==> src/rtl/wb_pkg.sv <==
// Shared constants and types for the register-file writeback arbiter.
// Holds the default widths, FIFO depth, starvation limit and entry layout.
package wb_pkg;

    localparam int XLEN          = 32;
    localparam int REG_AW        = 5;
    localparam int WB_DEPTH      = 2;
    localparam int WB_STARVE_MAX = 7;

    typedef struct packed {
        logic              valid;
        logic [REG_AW-1:0] rd;
        logic [XLEN-1:0]   wd;
    } wb_entry_t;

endpackage

==> src/rtl/wb_fifo.sv <==
// Circular buffer of long-latency results awaiting the register-file port.
// Ports: enq_*/deq_i push/pop, kill_* clears entries by rd, chk_addr_i
// hazard query (pending_o), head_* and count_o describe the oldest entry.
module wb_fifo
    import wb_pkg::*;
#(
    parameter int  WIDTH = XLEN,
    parameter int  DEPTH = WB_DEPTH,
    localparam int PW    = (DEPTH > 1) ? $clog2(DEPTH) : 1,
    localparam int CW    = $clog2(DEPTH + 1)
) (
    input  logic              clk,
    input  logic              rst,
    input  logic              enq_i,
    input  logic [REG_AW-1:0] enq_rd_i,
    input  logic [WIDTH-1:0]  enq_wd_i,
    input  logic              deq_i,
    input  logic              kill_i,
    input  logic [REG_AW-1:0] kill_rd_i,
    input  logic [REG_AW-1:0] chk_addr_i,
    output logic              head_valid_o,
    output logic [REG_AW-1:0] head_rd_o,
    output logic [WIDTH-1:0]  head_wd_o,
    output logic [CW-1:0]     count_o,
    output logic              pending_o
);

    logic [DEPTH-1:0]  valid_q, valid_d;
    logic [REG_AW-1:0] rd_q [DEPTH];
    logic [WIDTH-1:0]  wd_q [DEPTH];
    logic [PW-1:0]     wr_ptr_q, wr_ptr_d;
    logic [PW-1:0]     rd_ptr_q, rd_ptr_d;
    logic [CW-1:0]     count_q, count_d;
    logic              pending;

    function automatic logic [PW-1:0] ptr_inc(input logic [PW-1:0] p);
        return (p == PW'(DEPTH - 1)) ? '0 : p + PW'(1);
    endfunction

    // Kill first, then pop, then push: a result written this cycle
    // is younger than the pipe write and must survive it.
    always_comb begin
        valid_d = valid_q;
        for (int i = 0; i < DEPTH; i++) begin
            if (kill_i && rd_q[i] == kill_rd_i) begin
                valid_d[i] = 1'b0;
            end
        end
        if (deq_i) begin
            valid_d[rd_ptr_q] = 1'b0;
        end
        if (enq_i) begin
            valid_d[wr_ptr_q] = 1'b1;
        end
        rd_ptr_d = deq_i ? ptr_inc(rd_ptr_q) : rd_ptr_q;
        wr_ptr_d = enq_i ? ptr_inc(wr_ptr_q) : wr_ptr_q;
        count_d  = count_q + CW'(enq_i) - CW'(deq_i);
    end

    always_ff @(posedge clk or posedge rst) begin
        if (rst) begin
            valid_q  <= '0;
            wr_ptr_q <= '0;
            rd_ptr_q <= '0;
            count_q  <= '0;
            for (int i = 0; i < DEPTH; i++) begin
                rd_q[i] <= '0;
            end
        end else begin
            valid_q  <= valid_d;
            wr_ptr_q <= wr_ptr_d;
            rd_ptr_q <= rd_ptr_d;
            count_q  <= count_d;
            if (enq_i) begin
                rd_q[wr_ptr_q] <= enq_rd_i;
            end
        end
    end

    always_ff @(posedge clk) begin
        if (enq_i) begin
            wd_q[wr_ptr_q] <= enq_wd_i;
        end
    end

    always_comb begin
        pending = 1'b0;
        for (int i = 0; i < DEPTH; i++) begin
            if (valid_q[i] && rd_q[i] == chk_addr_i) begin
                pending = 1'b1;
            end
        end
    end

    assign head_valid_o = valid_q[rd_ptr_q];
    assign head_rd_o    = rd_q[rd_ptr_q];
    assign head_wd_o    = wd_q[rd_ptr_q];
    assign count_o      = count_q;
    assign pending_o    = pending;

endmodule

==> src/rtl/wb_arbiter.sv <==
// Arbitrates the single register-file write port between the in-order
// pipeline (always wins) and a FIFO of long-latency results.
// Ports: pipe_* pipeline writeback, lu_* long-latency handshake,
// chk_addr/chk_pending hazard query, stall_req bubble request,
// we3/ad3/wd3 registered register-file write port.
module wb_arbiter
    import wb_pkg::*;
#(
    parameter int  WIDTH      = XLEN,
    parameter int  DEPTH      = WB_DEPTH,
    parameter int  STARVE_MAX = WB_STARVE_MAX,
    localparam int CW         = $clog2(DEPTH + 1),
    localparam int SW         = $clog2(STARVE_MAX + 1)
) (
    input  logic              clk,
    input  logic              rst,
    input  logic              pipe_we,
    input  logic [REG_AW-1:0] pipe_rd,
    input  logic [WIDTH-1:0]  pipe_wd,
    input  logic              lu_valid,
    input  logic [REG_AW-1:0] lu_rd,
    input  logic [WIDTH-1:0]  lu_wd,
    output logic              lu_ready,
    input  logic [REG_AW-1:0] chk_addr,
    output logic              chk_pending,
    output logic              stall_req,
    output logic              we3,
    output logic [REG_AW-1:0] ad3,
    output logic [WIDTH-1:0]  wd3
);

    logic              head_valid;
    logic [REG_AW-1:0] head_rd;
    logic [WIDTH-1:0]  head_wd;
    logic [CW-1:0]     count;
    logic              fifo_pending;
    logic              empty;
    logic              enq, deq;

    logic              we3_q, we3_d;
    logic [REG_AW-1:0] ad3_q, ad3_d;
    logic [WIDTH-1:0]  wd3_q, wd3_d;
    logic [SW-1:0]     starve_q, starve_d;
    logic              stall_q, stall_d;

    assign empty    = (count == '0);
    assign lu_ready = (count < CW'(DEPTH));
    // rd=0 results complete the handshake but never take a slot
    assign enq      = lu_valid && lu_ready && (lu_rd != '0);
    // Killed heads leave even while the pipe owns the port
    assign deq      = !empty && (!head_valid || !pipe_we);

    wb_fifo #(
        .WIDTH (WIDTH),
        .DEPTH (DEPTH)
    ) u_fifo (
        .clk          (clk),
        .rst          (rst),
        .enq_i        (enq),
        .enq_rd_i     (lu_rd),
        .enq_wd_i     (lu_wd),
        .deq_i        (deq),
        .kill_i       (pipe_we),
        .kill_rd_i    (pipe_rd),
        .chk_addr_i   (chk_addr),
        .head_valid_o (head_valid),
        .head_rd_o    (head_rd),
        .head_wd_o    (head_wd),
        .count_o      (count),
        .pending_o    (fifo_pending)
    );

    always_comb begin
        we3_d = 1'b0;
        ad3_d = ad3_q;
        wd3_d = wd3_q;
        if (pipe_we) begin
            if (pipe_rd != '0) begin
                we3_d = 1'b1;
                ad3_d = pipe_rd;
                wd3_d = pipe_wd;
            end
        end else if (head_valid) begin
            we3_d = 1'b1;
            ad3_d = head_rd;
            wd3_d = head_wd;
        end
    end

    always_comb begin
        starve_d = starve_q;
        if (deq || empty) begin
            starve_d = '0;
        end else if (head_valid && pipe_we &&
                     starve_q != SW'(STARVE_MAX)) begin
            starve_d = starve_q + SW'(1);
        end
        stall_d = (starve_q == SW'(STARVE_MAX)) ||
                  (count == CW'(DEPTH));
    end

    always_ff @(posedge clk or posedge rst) begin
        if (rst) begin
            we3_q    <= 1'b0;
            ad3_q    <= '0;
            wd3_q    <= '0;
            starve_q <= '0;
            stall_q  <= 1'b0;
        end else begin
            we3_q    <= we3_d;
            ad3_q    <= ad3_d;
            wd3_q    <= wd3_d;
            starve_q <= starve_d;
            stall_q  <= stall_d;
        end
    end

    assign we3       = we3_q;
    assign ad3       = ad3_q;
    assign wd3       = wd3_q;
    assign stall_req = stall_q;

    // The output stage still counts as pending until the write lands
    assign chk_pending = (chk_addr != '0) &&
                         ((we3_q && ad3_q == chk_addr) || fifo_pending);

endmodule

==> config.mk <==
export PLATFORM = sky130hd
export DESIGN_NAME = wb_arbiter
export DESIGN_NICKNAME = d
export VERILOG_FILES = /design/src/rtl/wb_pkg.sv /design/src/rtl/wb_fifo.sv /design/src/rtl/wb_arbiter.sv
export SDC_FILE = /design/constraint.sdc
export NUM_CORES = 1
export LEC_CHECK = 0
export CORE_MARGIN = 3
export CORE_UTILIZATION = 40
export DETAILED_ROUTE_END_ITERATION = 10
export HOLD_SLACK_MARGIN = 0.06
export PLACE_DENSITY = 0.75
export SETUP_SLACK_MARGIN = 0.2
export SLEW_MARGIN = 25
export SYNTH_ARGS = -nofsm -noshare
export SYNTH_HDL_FRONTEND = slang
export SYNTH_SLANG_ARGS = --single-unit
==> constraint.sdc <==
create_clock -name clk -period 2.1 [get_ports clk]
set_clock_uncertainty 0.05 [all_clocks]
set_input_delay 0.42 -clock clk [delete_from_list [all_inputs] [get_ports clk]]
set_output_delay 0.42 -clock clk [all_outputs]
set_load 0.005 [all_outputs]
; Yosys cells after proc, flatten, opt, wreduce, memory -nomap -nowiden
; Memories as Yosys holds them, arrays and structs flattened.
; Cells that the tools add are included.
[word_totals]
n_memories = 1
ff_bits = 58
output_inout_bits = 41
wordCells = 100
inputBits = 83
ram_bits = 64
[memory_table]
columns = memory, words, width, read_ports, rd_clocked_by_memory_dff, write_ports, line_no
row1 = u_fifo.wd_q, 2, 32, 1, 0, 1, wb_fifo.sv:30  ; logic [WIDTH-1:0] wd_q [DEPTH];
[classes]
n_eq_ne = 9
magnitude_cmp = 8
bitwise_logic = 5
add_sub_neg = 5
n_reduce_logical = 28
muxes = 33
[op_table]
columns = cell, count
row1 = $mux W32, 3
row2 = $mux W5, 7
row3 = $eq A5 B5 Y1, 5
row4 = $mux W1, 15
row5 = $reduce_bool A5 Y1, 3
row6 = $logic_and A1 B1 Y1, 14
row7 = $bwmux W10, 1
row8 = $mux W3, 2
row9 = $demux W5 S1, 1
row10 = $ge A2 B2 Y1 const B, 2
row11 = $logic_or A1 B1 Y1, 4
row12 = $lt A1 B2 Y1 const B, 2
row13 = $mux W2, 2
row14 = $not A1 Y2, 2
row15 = $reduce_bool A2 Y1, 2
row16 = $add A3 B1 Y3 const B, 1
row17 = $eq A3 B3 Y1 const B, 1
row18 = $logic_not A1 Y1, 3
row19 = $ne A3 B3 Y1 const B, 1
row20 = $add A1 B1 Y1 const B, 2
row21 = $add A2 B1 Y2, 1
row22 = $and A2 B2 Y2, 1
row23 = $demux W1 S1, 2
row24 = $eq A2 B2 Y1 const B, 1
row25 = other kinds (9), 10

; Depth between registers and ports, before layout
; Gate-level depths: netlist of the first run.
[logic_depth]
ltp_word = 9
depth_mapped = 9
mapped_depth_nobuf = 8

; By module
; Synthesis of the first run repeated with hierarchy kept, for this count alone.
[unflattened]
hier_cells = 369
hier_area_um2 = 5456.5
[by_module_without_submodules]
columns = mod, area_per_inst_um2, instances, cells_per_inst, seq_area_each_um2
row1 = wb_fifo, 3273.1, 1, 179, 2322.2
row2 = wb_arbiter, 2183.3, 1, 190, 1051.0

; Worst setup path before layout of the first run
; No wires, ideal clock.
[synth_timing]
kind = in2reg
from = in lu_rd[4]
to = mem u_fifo.wd_q[1][0] (netlist bit), enable pin
setup_time_ps = 401
n_path_buf = 0
setup_slack_ps = -70
arrival_ps = 1719
path_stages = 4
required_ps = 1649
cell_sequence = or3_1 > o311a_4 > nand2_1 > inv_1
[synth_between]
elab_chain_cells = 4
[synth_lines]
columns = element, line_no
row1 = from (decl), wb_arbiter.sv:21  ; input logic [REG_AW-1:0] lu_rd,
row2 = $reduce_bool A5 Y1, wb_arbiter.sv:49  ; assign enq = lu_valid && lu_ready && (lu_rd != '0);
row3 = $logic_and A1 B1 Y1, wb_arbiter.sv:49
row4 = via enq, wb_arbiter.sv:38  ; logic enq, deq;
row5 = $mux W1, wb_fifo.sv:81  ; if (enq_i) begin
row6 = $mux W1 (not written as such), wb_fifo.sv:82  ; wd_q[wr_ptr_q] <= enq_wd_i;
row7 = to (decl), wb_fifo.sv:30
; The timed path passes the listed nets, and every way through them passes these cells.

; Worst setup path after layout of the first run
[layout_timing]
from = reg u_fifo.rd_q[2] (netlist bit)
to = out chk_pending
[layout_between]
elab_chain_cells = 5
[layout_lines]
columns = element, line_no
row1 = from (decl), wb_fifo.sv:29  ; logic [REG_AW-1:0] rd_q [DEPTH];
row2 = "from (signal, indexed assignment)", wb_fifo.sv:75  ; rd_q[wr_ptr_q] <= enq_rd_i;
row3 = $eq A5 B5 Y1, wb_fifo.sv:89  ; if (valid_q[i] && rd_q[i] == chk_addr_i) begin
row4 = $logic_and A1 B1 Y1, wb_fifo.sv:89
row5 = $mux W1, wb_fifo.sv:89
row6 = $logic_or A1 B1 Y1, wb_arbiter.sv:125  ; ((we3_q && ad3_q == chk_addr) || fifo_pending);
row7 = $logic_and A1 B1 Y1, wb_arbiter.sv:124  ; assign chk_pending = (chk_addr != '0) &&
row8 = to (decl), wb_arbiter.sv:25  ; output logic chk_pending,
; Every way passes these cells.

==> impl_metrics.env, run 1 <==
export IMPL_syn_to_final_growth_pct=44.7
export IMPL_drtIter0Drc=231
export IMPL_drt_pass1_iter_count=4
export IMPL_ys_seq_area_share_pct=63.9
export IMPL_yosysMostFrequentCell="edfxtp_1"
export IMPL_critPathTopFamily="flip-flops"
export IMPL_initial_utilization_pct=41.4
export IMPL_r2r_end="u_fifo.count_o[1]$_DFF_PP0_"
export IMPL_drcViolationCount=0
export IMPL_synth_common_cells="edfxtp_1 (64), dfrtp_1 (58), mux2_2 (42), mux2i_1 (39), o21ai_0 (39)"
export IMPL_globalRouteOverflowTotal=0
export IMPL_ys_flop_type="edfxtp_1"
export IMPL_cts_tree="built"
export IMPL_drive_gt1_share_pct=23.8
export IMPL_synth_top_area_share_pct=36.4
export IMPL_final_util_pct=59.8
export IMPL_cp_slowest_cell="dfrtp_1"
export IMPL_cts_sinks=122
export IMPL_vias=3541
export IMPL_setup_ws_ps=-73.9
export IMPL_hold_buffers=0
export IMPL_power_density_nw_per_um2=1320
export IMPL_maxCapViolations=0
export IMPL_dieHeight_microns=121
export IMPL_root_buffer="clkbuf_16"
export IMPL_tightest_slew_ps=444
export IMPL_cts_max_level=4
export IMPL_path_cells="xor2_1, nor4_2, a32oi_1, a21oi_1, buf_2"
export IMPL_ioPinCount=124
export IMPL_yosys_top_cells_area="edfxtp_1 (36%), dfrtp_1 (27%), mux2_2 (9.0%)"
export IMPL_die_area_sq_um=14600
export IMPL_crit_type="register to primary output"
export IMPL_cp_depth=5
export IMPL_synth_cells=376
export IMPL_end_kind="primary output"
export IMPL_cts_buffers=17
export IMPL_setup_worst_path_start="u_fifo.rd_q[2]$_DFFE_PP0P_"
export IMPL_synth_area_leader_cell="edfxtp_1"
export IMPL_synth_cell_types=33
export IMPL_grt_setup_unrepaired="yes"
export IMPL_regArea_sq_um=3370
export IMPL_multiInputGateArea_sq_um=1860
export IMPL_gp_congestion=0.789
export IMPL_max_slew_margin_pct=70.3
export IMPL_antenna_found_initial=0
export IMPL_status="finished, violations left"
export IMPL_endpoint="chk_pending"
export IMPL_yosysWarnings=0
export IMPL_postSynthAreaPerCell_sq_um=14.0
export IMPL_synth_async_reset_ratio_pct=47.5
export IMPL_ant_nets=0
export IMPL_core_sq_um=12800
export IMPL_gr_usage_all_layers_pct=16.9
export IMPL_synth_seq_cells=122
export IMPL_num_rows=41
export IMPL_synth_edf_count=64
export IMPL_finalCriticalPeriod_ps=2170
export IMPL_clkLatencyLatePin_ps=410
export IMPL_n_antenna_cell=0
export IMPL_nNetsFinal=625
export IMPL_critPathRequiredTime_ps=1630
export IMPL_reg2reg_from="u_fifo.valid_q[1]$_DFF_PP0_"
export IMPL_cp_slowest_stage_delay_ps=390
export IMPL_r2r_setup_slack_ps=320
export IMPL_post_route_period_util_pct=104
export IMPL_drv_slew=0
export IMPL_ir_worst_vdd_v=0.000577
export IMPL_drt_wl_total_microns=12100
export IMPL_post_place_ws_ps=-598
export IMPL_grt_max_degree=59
export IMPL_violations="setup timing"
export IMPL_ff2ff_path_depth=8
export IMPL_max_freq_ghz=0.460
export IMPL_hpwlAfterDp_microns=8160
export IMPL_crit_fanout=2
export IMPL_hold_path_class="input pin to asynchronous set/reset pin"
export IMPL_first_global_vias=3828
export IMPL_leakagePower_nw=3.12
export IMPL_path_clk_slew_ps=60
export IMPL_routed_via_density=4.90
export IMPL_finalSetupViolCount=1
export IMPL_wl_per_cell_microns=16.8
export IMPL_die_w_microns=121
export IMPL_startpoint_type="register"
export IMPL_syn_nets=463
export IMPL_port_buffers=123
export IMPL_fill_cells=1007
export IMPL_grt_first_pass_wirelength_microns=19000
export IMPL_crit_buf_inv=1
export IMPL_synth_area_sq_um=5280
export IMPL_cp_arrival_ps=1700
export IMPL_clockBufferDepth=2
export IMPL_finalHoldViolations=0
cells in the final DEF (no fill, tap or decap), drive strengths merged, types with 7 or more instances in the layout:
cell / instances
buf: 40
clkbuf: 26
clkdlybuf4s50: 112
dfrtp: 58
edfxtp: 64
mux2: 47
mux2i: 39
nand2: 38
nor2: 7
o21ai: 39
xnor2: 8
xor2: 22
sequential cells by signal (all words and copies together), names as in the netlist:
name,flops
starve_q,3
u_fifo.rd_ptr_q,1
u_fifo.wr_ptr_q,1
we3,1
u_fifo.valid_q,2
wd3,32
u_fifo.wd_q,64
stall_req,1
u_fifo.rd_q,10
u_fifo.count_o,2
ad3,5
worst min path at each step:
stage / endpoint / startpoint
detailed placement: wd3[8]$_DFFE_PP0P_ / wd3[8]$_DFFE_PP0P_
global route: u_fifo.rd_q[6]$_DFFE_PP0P_ / lu_rd[1]
CTS: u_fifo.wr_ptr_q$_DFFE_PP0P_ / rst
finish: wd3[26]$_DFFE_PP0P_ / rst
floorplan: starve_q[1]$_DFFE_PP0P_ / starve_q[1]$_DFFE_PP0P_
global placement: wd3[31]$_DFFE_PP0P_ / wd3[31]$_DFFE_PP0P_
power by group:
group          leakage, nW  switching, mW  internal [mW]
registers             1.28          0.440           3.33
clock network        0.270          0.959           1.71
logic                 1.56           1.48           2.18
total                 3.12           2.88           7.22
cells by family (layout without fill, tap and decap cells):
logic type | after synthesis | count (layout) | synth area share (%)
and+or+nand+nor | 62 | 62 | 5.28
buffers and inverters | 25 | 200 | 2.11
muxes | 86 | 86 | 17.8
AOI/OAI and AO/OA | 47 | 47 | 5.07
adders and majority gates | 4 | 4 | 0.947
DFF | 122 | 122 | 63.9
xor gates and xnor gates | 30 | 30 | 4.97
final cells by class:
cell class	instances	share of cell area, %
Clock buffer	24	6.30
Multi-Input combinational cell	229	24.4
Clock inverter	8	0.917
Sequential cell	122	44.2
Tap cell	172	2.82
Inverter	6	0.344
Timing Repair Buffer	162	21.1
metrics by stage:
stage          hold WS, ps  instances  TNS, ps  power, mW  instance area [sq um]
2_1_floorplan          443        376     -661       5.59                   5310
6_report               339        723    -73.9       10.1                   7640
4_1_cts                352        716     -124       10.0                   7510
5_1_grt                344        723     -170       10.7                   7640
3_3_place_gp           440        683   -14840       7.17                   6960
3_5_place_dp           445        683   -16880       7.29                   6960
metal layers:
| metal | vias to the layer above | part of all wire (%) | GRT usage [%] | routed length, microns |
|---|---|---|---|---|
| met5 | - | 0 | 0 | 0 |
| li1 | 1695 | - | - | - |
| met2 | 110 | 50 | 28.6 | 6120 |
| met3 | 22 | 6.1 | 5.27 | 742 |
| met4 | 0 | 1.7 | 6.44 | 211 |
| met1 | 1714 | 42 | 20.3 | 5040 |
worst register-to-register path, cell delays in order (launching register included):
cell,delay [ps]
dfrtp_1,420
and2_1,200
o21a_1,200
nor2_2,130
ha_1,250
inv_1,90
ha_4,140
xnor2_2,100
xnor2_1,130
what timing repair did:
| action | 4_1_cts | 5_1_grt |
|---|---|---|
| pin swaps | 3 | 7 |
| endpoints found under the setup margin | 34 | 72 |
| gates cloned | 0 | 2 |
| buffers inserted | 1 | 5 |
| resized for setup | 10 | 11 |
| hold endpoints to repair | 0 | 0 |
(Power assumes the default switching activity.)
==> run 2, diff against run 1 <==
--- a/config.mk
+++ b/config.mk
@@ -5,11 +5,13 @@
 export SDC_FILE = /design/constraint.sdc
 export NUM_CORES = 1
 export LEC_CHECK = 0
+export CELL_PAD_IN_SITES_DETAIL_PLACEMENT = 0
+export CELL_PAD_IN_SITES_GLOBAL_PLACEMENT = 1
 export CORE_MARGIN = 3
 export CORE_UTILIZATION = 40
 export DETAILED_ROUTE_END_ITERATION = 10
 export HOLD_SLACK_MARGIN = 0.06
-export PLACE_DENSITY = 0.75
+export PLACE_DENSITY = 0.88
 export SETUP_SLACK_MARGIN = 0.2
 export SLEW_MARGIN = 25
 export SYNTH_ARGS = -nofsm -noshare
==> run 2 against run 1 <==
Against the previous run: the run still ends with setup timing left; global-route usage down 0.24 points; hold slack worse by 5.0 ps; final area up 1.3%; critical path type is now input pin to primary output; largest power group unchanged.
==> impl_metrics.env, run 2 (synthesized netlist as in run 1, its figures left out) <==
export IMPL_status="finished, violations left"
export IMPL_violations="setup timing"
export IMPL_dieHeight_microns=121
export IMPL_clkLatencyLatePin_ps=410
export IMPL_clockBufferDepth=2
export IMPL_die_area_sq_um=14600
export IMPL_critPathRequiredTime_ps=1630
export IMPL_final_common_cell="clkdlybuf4s50_1"
export IMPL_cp_slowest_stage_delay_ps=530
export IMPL_path_clk_slew_ps=50
export IMPL_cts_max_level=4
export IMPL_leakagePower_nw=3.17
export IMPL_fin_tns_setup_ps=-70.5
export IMPL_crit_buf_inv=2
export IMPL_cts_buffers=17
export IMPL_layoutNonFillerInstCount=724
export IMPL_drive_gt1_share_pct=23.7
export IMPL_drv_slew=0
export IMPL_wl_per_cell_microns=16.4
export IMPL_grt_max_degree=59
export IMPL_largest_reg_flops=64
export IMPL_finalHoldViolations=0
export IMPL_maxCapViolations=0
export IMPL_cp_arrival_ps=1700
export IMPL_drtIter0Drc=191
export IMPL_gr_usage_all_layers_pct=16.7
export IMPL_end_kind="primary output"
export IMPL_setup_ws_ps=-70.5
export IMPL_grt_use_met3_pct=4.90
export IMPL_drt_wl_total_microns=11900
export IMPL_ir_worst_vdd_v=0.000610
export IMPL_port_buffers=123
export IMPL_finalPower_mw=10.4
export IMPL_cp_slowest_cell="or4_1"
export IMPL_nNetsFinal=626
export IMPL_busiest_layer="met2"
export IMPL_power_density_nw_per_um2=1350
export IMPL_layout_common_cells="clkdlybuf4s50_1 (113), edfxtp_1 (64), dfrtp_1 (57)"
export IMPL_root_buffer="clkbuf_16"
export IMPL_finalSetupViolCount=1
export IMPL_num_rows=41
export IMPL_post_route_period_util_pct=103
export IMPL_hpwlAfterDp_microns=8390
export IMPL_crit_type="input pin to primary output"
export IMPL_die_w_microns=121
export IMPL_path_cells="clkdlybuf4s50_1, or4_1, nor2_1, a21oi_1, buf_2"
export IMPL_first_global_vias=3730
export IMPL_ant_nets=0
export IMPL_final_util_pct=60.6
export IMPL_cts_tree="built"
export IMPL_dp_cells=687
export IMPL_hold_buffers=0
export IMPL_routed_via_density=4.81
export IMPL_tightest_slew_ps=446
export IMPL_n_antenna_cell=0
export IMPL_grt_use_met1_pct=19.4
export IMPL_cts_sinks=122
export IMPL_top_register="u_fifo.wd_q"
export IMPL_hold_path_class="input pin to register"
export IMPL_grt_first_pass_wirelength_microns=18700
export IMPL_syn_to_final_growth_pct=46.5
export IMPL_initial_utilization_pct=41.4
export IMPL_drcViolationCount=0
export IMPL_startpoint_type="input pin"
export IMPL_drt_pass1_iter_count=4
export IMPL_vias=3483
export IMPL_gp_congestion=0.830
export IMPL_core_sq_um=12800
export IMPL_holdWs_ps=334
export IMPL_ioPinCount=124
export IMPL_max_slew_margin_pct=70.3
export IMPL_max_freq_ghz=0.461
export IMPL_finalCriticalPeriod_ps=2170
export IMPL_critPathTopFamily="simple AND/OR/NAND/NOR gates"
export IMPL_antenna_found_initial=0
export IMPL_crit_fanout=3
export IMPL_grtUsageMet2_pct=28.9
export IMPL_grt_setup_unrepaired="yes"
export IMPL_globalRouteOverflowTotal=0
run 2: changes by cell type in the layout (fill, tap and decap cells not counted), sizes merged:
| cell | change |
|---|---|
| clkbuf | -6 |
| bufinv | +3 |
| clkinv | +2 |
| clkdlybuf4s50 | +1 |
| inv | +1 |
run 2: cell type report:
type                    count  area [sq um]
inverters                   6          26.3
multi-input cells         229          1840
well taps                 172           215
fillers                   986          5030
repair buffers            163          1660
clock buffers              18           429
flip-flops and latches    122          3370
clock inverters            14           196
run 2: power breakdown:
group	switching, mW	internal [mW]
Sequential	0.441	3.33
Clock	1.05	1.99
Combinational	1.43	2.20
Total	2.92	7.52
run 2: final timing paths:
path	endpoint	depth (start not counted)	slack [ps]	start
setup / recovery	chk_pending	5	-70	chk_addr[0]
hold / removal	u_fifo.rd_q[5]$_DFFE_PP0P_	3	330	lu_rd[0]
setup reg to reg	u_fifo.count_o[1]$_DFF_PP0_	8	310	u_fifo.valid_q[1]$_DFF_PP0_
hold reg to reg	wd3[10]$_DFFE_PP0P_	1	460	wd3[10]$_DFFE_PP0P_
max in group asynchronous	u_fifo.rd_ptr_q$_DFFE_PP0P_	3	1370	rst
min in group asynchronous	wd3[28]$_DFFE_PP0P_	3	350	rst
run 2: metal layers:
metal / vias up / share of wire, %
li1: 1687 / -
met5: - / 0
met3: 19 / 5.7
met4: 0 / 1.8
met2: 90 / 52
met1: 1687 / 40
run 2: timing repair:
item	CTS	global route
setup buffers	1	2
gates resized for setup	9	7
cloned	0	2
pin swaps	5	1
hold endpoints to repair	0	0
endpoints found under the setup margin	3	39
run 2: per-stage QoR:
stage	setup slack [ps]	area [sq um]
after detailed placement	-606	7030
after CTS	-88.4	7650
after global routing	-150	7740
after global placement	-509	7030
after floorplan	-20.7	5310
final	-70.5	7740
run 2: worst reg2reg max path, delay by kind of cell (launching register included):
| family | cells | cell delay, ps |
|---|---|---|
| compound gates | 1 | 200 |
| xor+xnor | 2 | 250 |
| fa+ha+maj | 2 | 420 |
| buf+inv | 1 | 60 |
| flops | 1 | 410 |
| simple gates | 2 | 320 |
